File: src/rtl/jio_ctrl_pkg.sv
// Shared definitions for the jio_ctrl IO controller: status bit layout,
// CPU strobe opcodes and a constant-evaluable log2 helper.
package jio_ctrl_pkg;

    localparam int ST_OVF   = 7;
    localparam int ST_FULL  = 6;
    localparam int ST_EMPTY = 5;
    localparam int ST_INAV  = 4;

    // Opcode is {io_da, io_io}
    typedef enum logic [1:0] {
        OP_DATA_IN  = 2'b00,
        OP_DATA_OUT = 2'b01,
        OP_STAT_IN  = 2'b10,
        OP_ADDR_OUT = 2'b11
    } io_op_e;

    function automatic int clog2(input int value);
        int result;
        result = 0;
        for (int i = 0; i < 32; i++) begin
            if ((64'd1 << i) < 64'(value)) begin
                result = i + 1;
            end
        end
        return result;
    endfunction

endpackage

File: src/rtl/jio_fifo.sv
// Per-channel output FIFO; a push is accepted when not full or when the
// head is popping in the same cycle. The head reads as zero while empty.
module jio_fifo
    import jio_ctrl_pkg::*;
#(
    parameter int WIDTH = 8,
    parameter int DEPTH = 8
) (
    input  logic             clk,
    input  logic             rst_n,
    input  logic             push,
    input  logic [WIDTH-1:0] din,
    output logic             full,
    input  logic             pop,
    output logic [WIDTH-1:0] dout,
    output logic             empty
);

    localparam int AW = clog2(DEPTH);

    logic [AW-1:0]    wr_ptr_r;
    logic [AW-1:0]    rd_ptr_r;
    logic [AW:0]      count_r;
    logic [WIDTH-1:0] mem_r [DEPTH];
    logic             push_ok_s;
    logic             pop_ok_s;

    assign full      = (count_r == (AW+1)'(DEPTH));
    assign empty     = (count_r == {(AW+1){1'b0}});
    assign pop_ok_s  = pop & ~empty;
    assign push_ok_s = push & (~full | pop_ok_s);
    assign dout      = empty ? {WIDTH{1'b0}} : mem_r[rd_ptr_r];

    // Pointer and occupancy tracking; pointers wrap naturally at DEPTH
    always_ff @(posedge clk or negedge rst_n) begin
        if (!rst_n) begin
            wr_ptr_r <= {AW{1'b0}};
            rd_ptr_r <= {AW{1'b0}};
            count_r  <= {(AW+1){1'b0}};
        end else begin
            if (push_ok_s) begin
                wr_ptr_r <= wr_ptr_r + AW'(1);
            end
            if (pop_ok_s) begin
                rd_ptr_r <= rd_ptr_r + AW'(1);
            end
            case ({push_ok_s, pop_ok_s})
                2'b10:   count_r <= count_r + (AW+1)'(1);
                2'b01:   count_r <= count_r - (AW+1)'(1);
                default: count_r <= count_r;
            endcase
        end
    end

    // Storage array; contents are never observed while empty, so no reset
    always_ff @(posedge clk) begin
        if (push_ok_s) begin
            mem_r[wr_ptr_r] <= din;
        end
    end

endmodule

File: src/rtl/jio_ctrl.sv
// CPU IO strobe controller: addressed per-device output FIFOs, input holding
// registers and a readable status byte per channel.
module jio_ctrl
    import jio_ctrl_pkg::*;
#(
    parameter int WIDTH = 8,
    parameter int NDEV  = 4,
    parameter int DEPTH = 8
) (
    input  logic                  CLK,
    input  logic                  reset_n,
    input  logic                  io_s,
    input  logic                  io_e,
    input  logic                  io_da,
    input  logic                  io_io,
    input  logic [WIDTH-1:0]      bus_in,
    output logic [WIDTH-1:0]      bus_out,
    output logic [NDEV*WIDTH-1:0] out_data,
    output logic [NDEV-1:0]       out_valid,
    input  logic [NDEV-1:0]       out_ready,
    input  logic [NDEV*WIDTH-1:0] in_data,
    input  logic [NDEV-1:0]       in_valid,
    output logic [NDEV-1:0]       in_ready,
    output logic [WIDTH-1:0]      dev_sel
);

    logic                  io_s_q_r;
    logic                  io_e_q_r;
    logic [WIDTH-1:0]      dev_sel_r;
    logic                  rd_da_r;
    logic                  rd_io_r;
    logic [WIDTH-1:0]      rd_sel_r;
    logic [NDEV-1:0]       ovf_r;
    logic [NDEV-1:0]       full_h_r;
    logic [NDEV*WIDTH-1:0] hold_r;

    logic                  set_evt_s;
    logic                  rd_end_s;
    logic                  sel_ok_s;
    io_op_e                op_s;
    logic [NDEV-1:0]       push_s;
    logic [NDEV-1:0]       pop_s;
    logic [NDEV-1:0]       fifo_full_s;
    logic [NDEV-1:0]       fifo_empty_s;
    logic [NDEV-1:0]       ovf_set_s;
    logic [NDEV-1:0]       clr_h_s;
    logic [NDEV-1:0]       clr_ovf_s;

    assign set_evt_s = io_s & ~io_s_q_r;
    assign rd_end_s  = ~io_e & io_e_q_r;
    assign op_s      = io_op_e'({io_da, io_io});
    assign sel_ok_s  = (dev_sel_r < WIDTH'(NDEV));
    assign dev_sel   = dev_sel_r;
    assign out_valid = ~fifo_empty_s;
    assign in_ready  = ~full_h_r;

    for (genvar k = 0; k < NDEV; k++) begin : g_chan
        assign push_s[k]    = set_evt_s & (op_s == OP_DATA_OUT) & (dev_sel_r == WIDTH'(k));
        assign pop_s[k]     = ~fifo_empty_s[k] & out_ready[k];
        assign ovf_set_s[k] = push_s[k] & fifo_full_s[k] & ~pop_s[k];
        // Side effects use the selection latched during the read, not the live one
        assign clr_h_s[k]   = rd_end_s & ~rd_io_r & ~rd_da_r & (rd_sel_r == WIDTH'(k));
        assign clr_ovf_s[k] = rd_end_s & ~rd_io_r &  rd_da_r & (rd_sel_r == WIDTH'(k));

        jio_fifo #(.WIDTH(WIDTH), .DEPTH(DEPTH)) u_fifo (
            .clk   (CLK),
            .rst_n (reset_n),
            .push  (push_s[k]),
            .din   (bus_in),
            .full  (fifo_full_s[k]),
            .pop   (pop_s[k]),
            .dout  (out_data[k*WIDTH +: WIDTH]),
            .empty (fifo_empty_s[k])
        );
    end

    // Strobe edge detection, address register and read-cycle latch
    always_ff @(posedge CLK or negedge reset_n) begin
        if (!reset_n) begin
            io_s_q_r  <= 1'b0;
            io_e_q_r  <= 1'b0;
            dev_sel_r <= {WIDTH{1'b0}};
            rd_da_r   <= 1'b0;
            rd_io_r   <= 1'b0;
            rd_sel_r  <= {WIDTH{1'b0}};
        end else begin
            io_s_q_r <= io_s;
            io_e_q_r <= io_e;
            if (set_evt_s && (op_s == OP_ADDR_OUT)) begin
                dev_sel_r <= bus_in;
            end
            if (io_e) begin
                rd_da_r  <= io_da;
                rd_io_r  <= io_io;
                rd_sel_r <= dev_sel_r;
            end
        end
    end

    // Overflow flags and input holding registers; a read clear beats a capture
    always_ff @(posedge CLK or negedge reset_n) begin
        if (!reset_n) begin
            ovf_r    <= {NDEV{1'b0}};
            full_h_r <= {NDEV{1'b0}};
            hold_r   <= {(NDEV*WIDTH){1'b0}};
        end else begin
            for (int k = 0; k < NDEV; k++) begin
                if (ovf_set_s[k]) begin
                    ovf_r[k] <= 1'b1;
                end else if (clr_ovf_s[k]) begin
                    ovf_r[k] <= 1'b0;
                end
                if (clr_h_s[k]) begin
                    full_h_r[k] <= 1'b0;
                end else if (in_valid[k] && !full_h_r[k]) begin
                    full_h_r[k]              <= 1'b1;
                    hold_r[k*WIDTH +: WIDTH] <= in_data[k*WIDTH +: WIDTH];
                end
            end
        end
    end

    // Combinational read mux onto the wired-OR bus
    always_comb begin
        logic [WIDTH-1:0] sel_hold_s;
        logic [WIDTH-1:0] sel_stat_s;
        logic             sel_full_s;
        sel_hold_s = {WIDTH{1'b0}};
        sel_stat_s = {WIDTH{1'b0}};
        sel_full_s = 1'b0;
        bus_out    = {WIDTH{1'b0}};
        for (int k = 0; k < NDEV; k++) begin
            if (dev_sel_r == WIDTH'(k)) begin
                sel_hold_s           = hold_r[k*WIDTH +: WIDTH];
                sel_full_s           = full_h_r[k];
                sel_stat_s[ST_OVF]   = ovf_r[k];
                sel_stat_s[ST_FULL]  = fifo_full_s[k];
                sel_stat_s[ST_EMPTY] = fifo_empty_s[k];
                sel_stat_s[ST_INAV]  = full_h_r[k];
            end else begin
                sel_hold_s = sel_hold_s;
            end
        end
        if (io_e && !io_io && sel_ok_s) begin
            if (io_da) begin
                bus_out = sel_stat_s;
            end else if (sel_full_s) begin
                bus_out = sel_hold_s;
            end else begin
                bus_out = {WIDTH{1'b0}};
            end
        end else begin
            bus_out = {WIDTH{1'b0}};
        end
    end

endmodule

File: config.mk
export PLATFORM = sky130hd
export DESIGN_NAME = jio_ctrl
export DESIGN_NICKNAME = d
export VERILOG_FILES = /design/src/rtl/jio_ctrl_pkg.sv /design/src/rtl/jio_fifo.sv /design/src/rtl/jio_ctrl.sv
export SDC_FILE = /design/constraint.sdc
export NUM_CORES = 1
export LEC_CHECK = 0
export CAP_MARGIN = 10
export CORE_MARGIN = 2
export CORE_UTILIZATION = 35
export DETAILED_ROUTE_END_ITERATION = 8
export PLACE_DENSITY_LB_ADDON = 0.05
export SLEW_MARGIN = 10
export SYNTH_ARGS = -nofsm -noshare
export SYNTH_HDL_FRONTEND = slang
export SYNTH_HIERARCHICAL = 1
export SYNTH_SLANG_ARGS = --single-unit
File: constraint.sdc
create_clock -name CLK -period 5.6 [get_ports CLK]
set_input_delay 0.56 -clock CLK [delete_from_list [all_inputs] [get_ports CLK]]
set_output_delay 0.56 -clock CLK [all_outputs]
set_load 0.02 [all_outputs]
Word level (Yosys, flattened, before mapping)
Memory sizes are Yosys's and may differ from the RTL's.
Index checks and enable logic that the tools add are counted.
- flip-flop bits (word level): 100
- memory bits (writable): 256
- output and inout bits: 56
- word-level logic and storage cells: 216
- memories: 4
- memory list (name ; depth ; width ; rd ports ; clocked after memory_dff ; write ports ; line ; source):
    g_chan[0].u_fifo.mem_r ; 8 ; 8 ; 1 ; 0 ; 1 ; jio_fifo.sv:24 ; logic [WIDTH-1:0] mem_r [DEPTH];
    g_chan[1].u_fifo.mem_r ; 8 ; 8 ; 1 ; 0 ; 1 ; jio_fifo.sv:24 ;
    g_chan[2].u_fifo.mem_r ; 8 ; 8 ; 1 ; 0 ; 1 ; jio_fifo.sv:24 ;
    g_chan[3].u_fifo.mem_r ; 8 ; 8 ; 1 ; 0 ; 1 ; jio_fifo.sv:24 ;
- $add $sub $neg: 16
- order comparisons: 1
- equal/unequal tests: 20
- mux-type cells: 47
- bitwise logic cells: 64
- reduce and logical (&&, ||, !) cells: 34
- operator list (operator ; number):
    $mux W8 ; 11
    $and A1 B1 Y1 ; 38
    $eq A8 B2 Y1 const B ; 4
    $pmux W4 S2 ; 4
    $mux W1 ; 28
    $add A3 B1 Y3 const B ; 8
    $reduce_bool A2 Y1 ; 12
    $not A1 Y1 ; 20
    $add A4 B1 Y4 const B ; 4
    $eq A4 B4 Y1 const B ; 4
    $eq A8 B1 Y1 const B ; 2
    $logic_not A4 Y1 ; 4
    $logic_not A8 Y1 ; 2
    $mux W4 ; 4
    $sub A4 B1 Y4 const B ; 4
    $eq A2 B1 Y1 const B ; 5
    $eq A2 B2 Y1 const B ; 5
    $lt A8 B3 Y1 const B ; 1
    $not A4 Y4 ; 2
    $reduce_and A2 Y1 ; 4
    $logic_and A1 B1 Y1 ; 7
    $logic_not A1 Y1 ; 5
    $or A1 B1 Y1 ; 4

Logic depth before layout (Yosys ltp)
- depth in word-level cells: 8
- depth in mapped cells: 13
- gate-level depth less buffers: 11

Modules after synthesis
Netlist, hierarchy kept.
- by module, submodules not included (module ; times used ; cells an instance ; area an instance (µm²) ; seq. area each (µm²)):
    jio_fifo (g_chan[2].u_fifo ...) ; 2 ; 182 ; 3149.3 ; 2172.1
    jio_fifo (g_chan[0].u_fifo) ; 1 ; 182 ; 3165.5 ; 2172.1
    jio_fifo (g_chan[1].u_fifo) ; 1 ; 166 ; 3079.2 ; 2172.1
    jio_ctrl ; 1 ; 220 ; 2949.1 ; 1501.4

Worst setup path before layout
OpenSTA, ideal clock, no wires.
- path type: register to register
- from: reg dev_sel_r[4], in the netlist dev_sel[4]
- to: mem g_chan[0].u_fifo.mem_r[1][0], enable pin
- setup time: 383 ps
- arrival: 3109 ps
- required time: 5217 ps
- slack: 2107 ps
- cell stages (with the launch flop): 9
- period minus slack after synthesis: 3493 ps
- cell sequence: dfrtp_1 -> or4_1 -> or4_1 -> nor2_1 -> buf_2 -> inv_1 -> a31oi_1 -> nand2_1 -> nor3_1
- word-level cells in the longest chain between the ends: 5
- RTL lines (what ; line ; source):
    start, declared ; jio_ctrl.sv:29 ; logic [WIDTH-1:0] dev_sel_r;
    start signal, assigned ; jio_ctrl.sv:82 ; dev_sel_r <= {WIDTH{1'b0}};
    start signal, assigned ; jio_ctrl.sv:90 ; dev_sel_r <= bus_in;
    $logic_not A8 Y1 ; jio_ctrl.sv:58 ; assign push_s[k] = set_evt_s & (op_s == OP_DATA_OUT) & (dev_sel_r == WIDTH'(k));
    $and A1 B1 Y1 ; jio_ctrl.sv:58 ;
    named net push_s[0] ; jio_ctrl.sv:41 ; logic [NDEV-1:0] push_s;
    $and A1 B1 Y1 ; jio_fifo.sv:31 ; assign push_ok_s = push & (~full | pop_ok_s);
    $mux W1 ; jio_fifo.sv:57 ; if (push_ok_s) begin
    $mux W1 (implied by the code) ; jio_fifo.sv:58 ; mem_r[wr_ptr_r] <= din;
    end, declared ; jio_fifo.sv:24 ;
The timed path passes the listed nets, and every way through them passes these cells.

Worst setup path after layout
- from: in io_e
- to: out bus_out[5]
- word-level cells in the longest chain between the ends: 3
- RTL lines (what ; line ; source):
    start, declared ; jio_ctrl.sv:13 ; input logic io_e,
    $logic_and A1 B1 Y1 (2 in series) ; jio_ctrl.sv:144 ; if (io_e && !io_io && sel_ok_s) begin
    $mux W8 ; jio_ctrl.sv:144 ;
    end, declared ; jio_ctrl.sv:17 ; output logic [WIDTH-1:0] bus_out,
Every way passes these cells.

==> results by stage <==
Timing:
- Counting I/O delays and the setup requirement, the final critical path takes about 4.0 ns.
- At the pin with the least slew margin, the transition time is 0.953 ns.
- Adding up every negative setup slack in the final design gives 0 ns.
- After layout, the worst path uses between 70% and 80% of the clock period.
- Between clock sinks in the finished design, the worst skew comes to 0.0193 ns.
- The tightest slew margin relative to the limit is 35.6%.
- The maximum clock rate is 252 MHz.
- The count of endpoints failing hold in the final timing report is 0.
- Setup repair after global routing left no endpoint under its margin.
- The number of pins exceeding their max-slew limit in the final report came to 0.
- Setup violations remaining at the end of the flow were counted as 0.

Flow run:
- The number of max-capacitance violations reported is 0.

Yosys:
- Yosys attributes the largest share of cell area to sky130_fd_sc_hd__edfxtp_1 50%, sky130_fd_sc_hd__dfrtp_1 16%, sky130_fd_sc_hd__mux4_2 10%, sky130_fd_sc_hd__mux2_2 3.9%, sky130_fd_sc_hd__mux2i_1 2.6%.
- The number of synthesized register bits is 356.
- The fraction of synthesized cell area taken by the top area cell type is 49.6%.
- After synthesis, flip-flops and latches occupy 65.8% of the total area.
- The synthesized design contains 256 enable-type register cells.
- The async set or reset register ratio after synthesis is 28.1%.
- sky130_fd_sc_hd__edfxtp_1 takes more of the synthesized area than any other cell.
- After synthesis the cells add up to 15500 um^2.
- The synthesized netlist contains 73 unique library cells.
- Among all flip-flop cells after synthesis, the most frequent one is sky130_fd_sc_hd__edfxtp_1.
- The mean cell area of the mapped netlist is about 17 um^2.
- The number of nets in the synthesized netlist is between 1000 and 1500.
- The total of warnings raised by yosys is 6.
- The cell count after synthesis came out at slightly above 900.

Floorplanning:
- The count of pins on the block boundary is 110.
- The core region area is around 44000 um^2.
- The floorplan has 77 rows.
- In this run the vertical extent of the chip is 214 um.
- The die width is around 210 um.
- The floorplan step defined a die boundary enclosing 46000 um^2.
- The initial cell density of the core is between 30% and 40%.

Pwr:
- The switching part of the total is between 30% and 40%.
- Combinational logic burns between 30% and 40% of the power.
- The power per cell area is between 400 and 500 nW/um^2.
- The net switching power is around 2900 uW.
- The leakage power of the design is 0.00660 uW.
- The power share of the sequential group is 38.8%.
- Per report_power, the clock group accounts for slightly below 30% of the total.
- The worst-case vdd ir drop is 0.000295 V.
- The internal power consumption is 6040 uW.

Drt:
- Summed over all layers, the routed wires come to around 37000 um.
- For this run, the detailed router's first-pass iteration total came to 5.
- The number of design-rule violations left by the first detailed-router iteration is 525.
- Using the TritonRoute via totals, the vias-per-cell ratio works out to 5.03.
- The post-detailed-route wirelength per cell is ~22 um.
- The residual antenna-violating net count after detailed routing is 0.
- The routed layout has between 8000 and 9000 vias.
- The number of remaining DRC errors is 0.

Setup path:
- The largest fanout on the critical path is 16.
- The required time of the critical path is 5.04 ns.
- The critical path in this run is classified as in -> out.
- STA puts the critical path data arrival time at 3.41 ns.
- The critical path endpoint category is an output pin.
- The worst setup path is launched from an input port.
- The path depth of the worst reg2reg path is 8.

Cells and area:
- The layout overhead on the synthesized area is 20.4%.
- The post-route netlist has 22.0% of its cells at a drive strength greater than 1.
- The number of nets in the layout is 1148.
- The library cell used most frequently in the layout, excluding fill and tap cells, is sky130_fd_sc_hd__edfxtp_1.
- The finished layout cell area is 18700 um^2.
- The fill cell total of the finished layout is 4002.
- 0 antenna diodes ended up in the layout.
- Leaving out fill and tap cells, the most frequent cells in the layout are 256 x sky130_fd_sc_hd__edfxtp_1, 108 x sky130_fd_sc_hd__clkdlybuf4s50_1, 99 x sky130_fd_sc_hd__dfrtp_1, 78 x sky130_fd_sc_hd__nor2_1, 72 x sky130_fd_sc_hd__mux4_2.

GRT:
- The maximum number of pins on one net before global-route repair is between 50 and 60.
- The via count of the first global-routing pass is 9127.
- The all-layer global routing usage is 16.5%.
- The overflow left after global routing is 0.
- The first-pass GRT wire length is 57200 um.
- The number of antenna violations at the first check in global routing came to 0.

Placed design:
- The congestion estimate from routability-driven global placement came to 0.744.
- The total half-perimeter wirelength after legalization and detailed placement is 23600 um.
- The count of input and output buffers is 109.
- Summing all placed instances gives a cell area of 17300 um^2.

Clock network:
- Post-CTS timing repair inserted 0 buffers for setup.
- The total of cells resized after clock tree synthesis is 0.
- The number of sinks on the clock net is 356.
- For this design, the CTS-stage hold fixing added 0 buffers.
- The tree is rooted in a sky130_fd_sc_hd__clkbuf_16.
- The later pin in the worst-skew pair is clocked with a latency of ~0.56 ns.
- The H-tree generated during clock tree synthesis spans 2 levels.
- Clock-pin slew was measured on the worst setup and hold paths at 0.05 ns.
- The number of buffers added by the clock tree synthesis step is ~40.
- The clock passes through at most 3 buffers.
- The TritonCTS clock tree is done.

Outcome:
- The run finished with clean final reports.

Min path:
- The path class of the tightest hold or removal check is in -> async.
[flip-flops by register name, indices dropped and copies added (netlist names)]
name,count
ovf_r,4
g_chan.u_fifo/mem_r,256
rd_io_r,1
full_h_r,4
io_e_q_r,1
io_s_q_r,1
hold_r,32
rd_da_r,1
g_chan.u_fifo/wr_ptr_r,12
g_chan.u_fifo/count_r,16
g_chan.u_fifo/rd_ptr_r,12
dev_sel,8
rd_sel_r,8
[kinds of logic after synthesis]
| family | share of synthesized area, % |
|---|---|
| flops | 65.8 |
| simple gates | 6.82 |
| mux | 17.4 |
| compound gates | 4.44 |
| buf+inv | 2.37 |
| xor+xnor | 1.36 |
| fa+ha+maj | 1.81 |
[power by group through the flow]
stage	logic [uW]	registers [uW]	clock network, uW
after floorplan	2140	3210	0
after global placement	2860	3530	0
after detailed placement	2860	3520	0
after CTS	2870	3470	2740
after global routing	3060	3520	2840
final	2810	3460	2650
[synth_stat cells, drive strengths merged, types with 14 or more instances]
library cell	number
nand2b	20
nor2	78
clkbuf	17
xnor2	16
inv	33
nor2b	14
nor3	17
mux4	72
o21ai	22
edfxtp	256
mux2	59
ha	16
nand2	20
mux2i	41
buf	24
dfrtp	100
[path summary, 6_finish.rpt]
kind / slack [ns] / endpoint / startpoint
worst max-delay path: 1.63 / bus_out[5] / io_e
worst min-delay path: 0.07 / hold_r[31] / reset_n
worst max register to register: 1.82 / g_chan[0].u_fifo/mem_r[3][3] / dev_sel[4]
worst min register to register: 0.50 / hold_r[14] / hold_r[14]
max in group asynchronous: 4.28 / g_chan[0].u_fifo/rd_ptr_r[0] / reset_n
min in group CLK: 0.50 / hold_r[14] / hold_r[14]
[cell type report]
class / instances / area [um^2] / area share (%)
multi-input combinational: 501 / 4950 / 26.5
clock inverter: 17 / 179 / 0.959
tap: 592 / 741 / 3.97
sequential: 356 / 10200 / 54.6
timing repair buffer: 140 / 1320 / 7.08
clock buffer: 58 / 1150 / 6.16
inverter: 34 / 129 / 0.691
[stage by stage]
stage          util [%]  std cells  setup slack (ns)  hold WS [ns]  total power (uW)
2_1_floorplan         -        932              2.11         0.264              5350
3_3_place_gp       39.4       1623              1.31         0.480              6390
3_5_place_dp       39.4       1623              1.24         0.481              6380
4_1_cts            42.5       1698              1.62        0.0743              9080
5_1_grt            42.5       1698              1.41         0.102              9420
6_report           42.5       1698              1.63        0.0681              8920
[metal layers]
metal	GRT usage [%]	wire, um	part of all wire, %	up-vias
met4	5.63	877	2.4	0
li1	-	-	-	3910
met3	2.58	1280	3.4	47
met1	22.4	17100	46	4411
met5	0	0	0	-
met2	27.1	18100	48	168
[worst max-delay path: stages]
cell and delay, ns:
sky130_fd_sc_hd__clkdlybuf4s50_1 0.89, sky130_fd_sc_hd__nor4b_1 0.64, sky130_fd_sc_hd__and4b_1 0.50, sky130_fd_sc_hd__o2bb2ai_1 0.18, sky130_fd_sc_hd__clkdlybuf4s50_1 0.63
(Power assumes the default switching activity.)
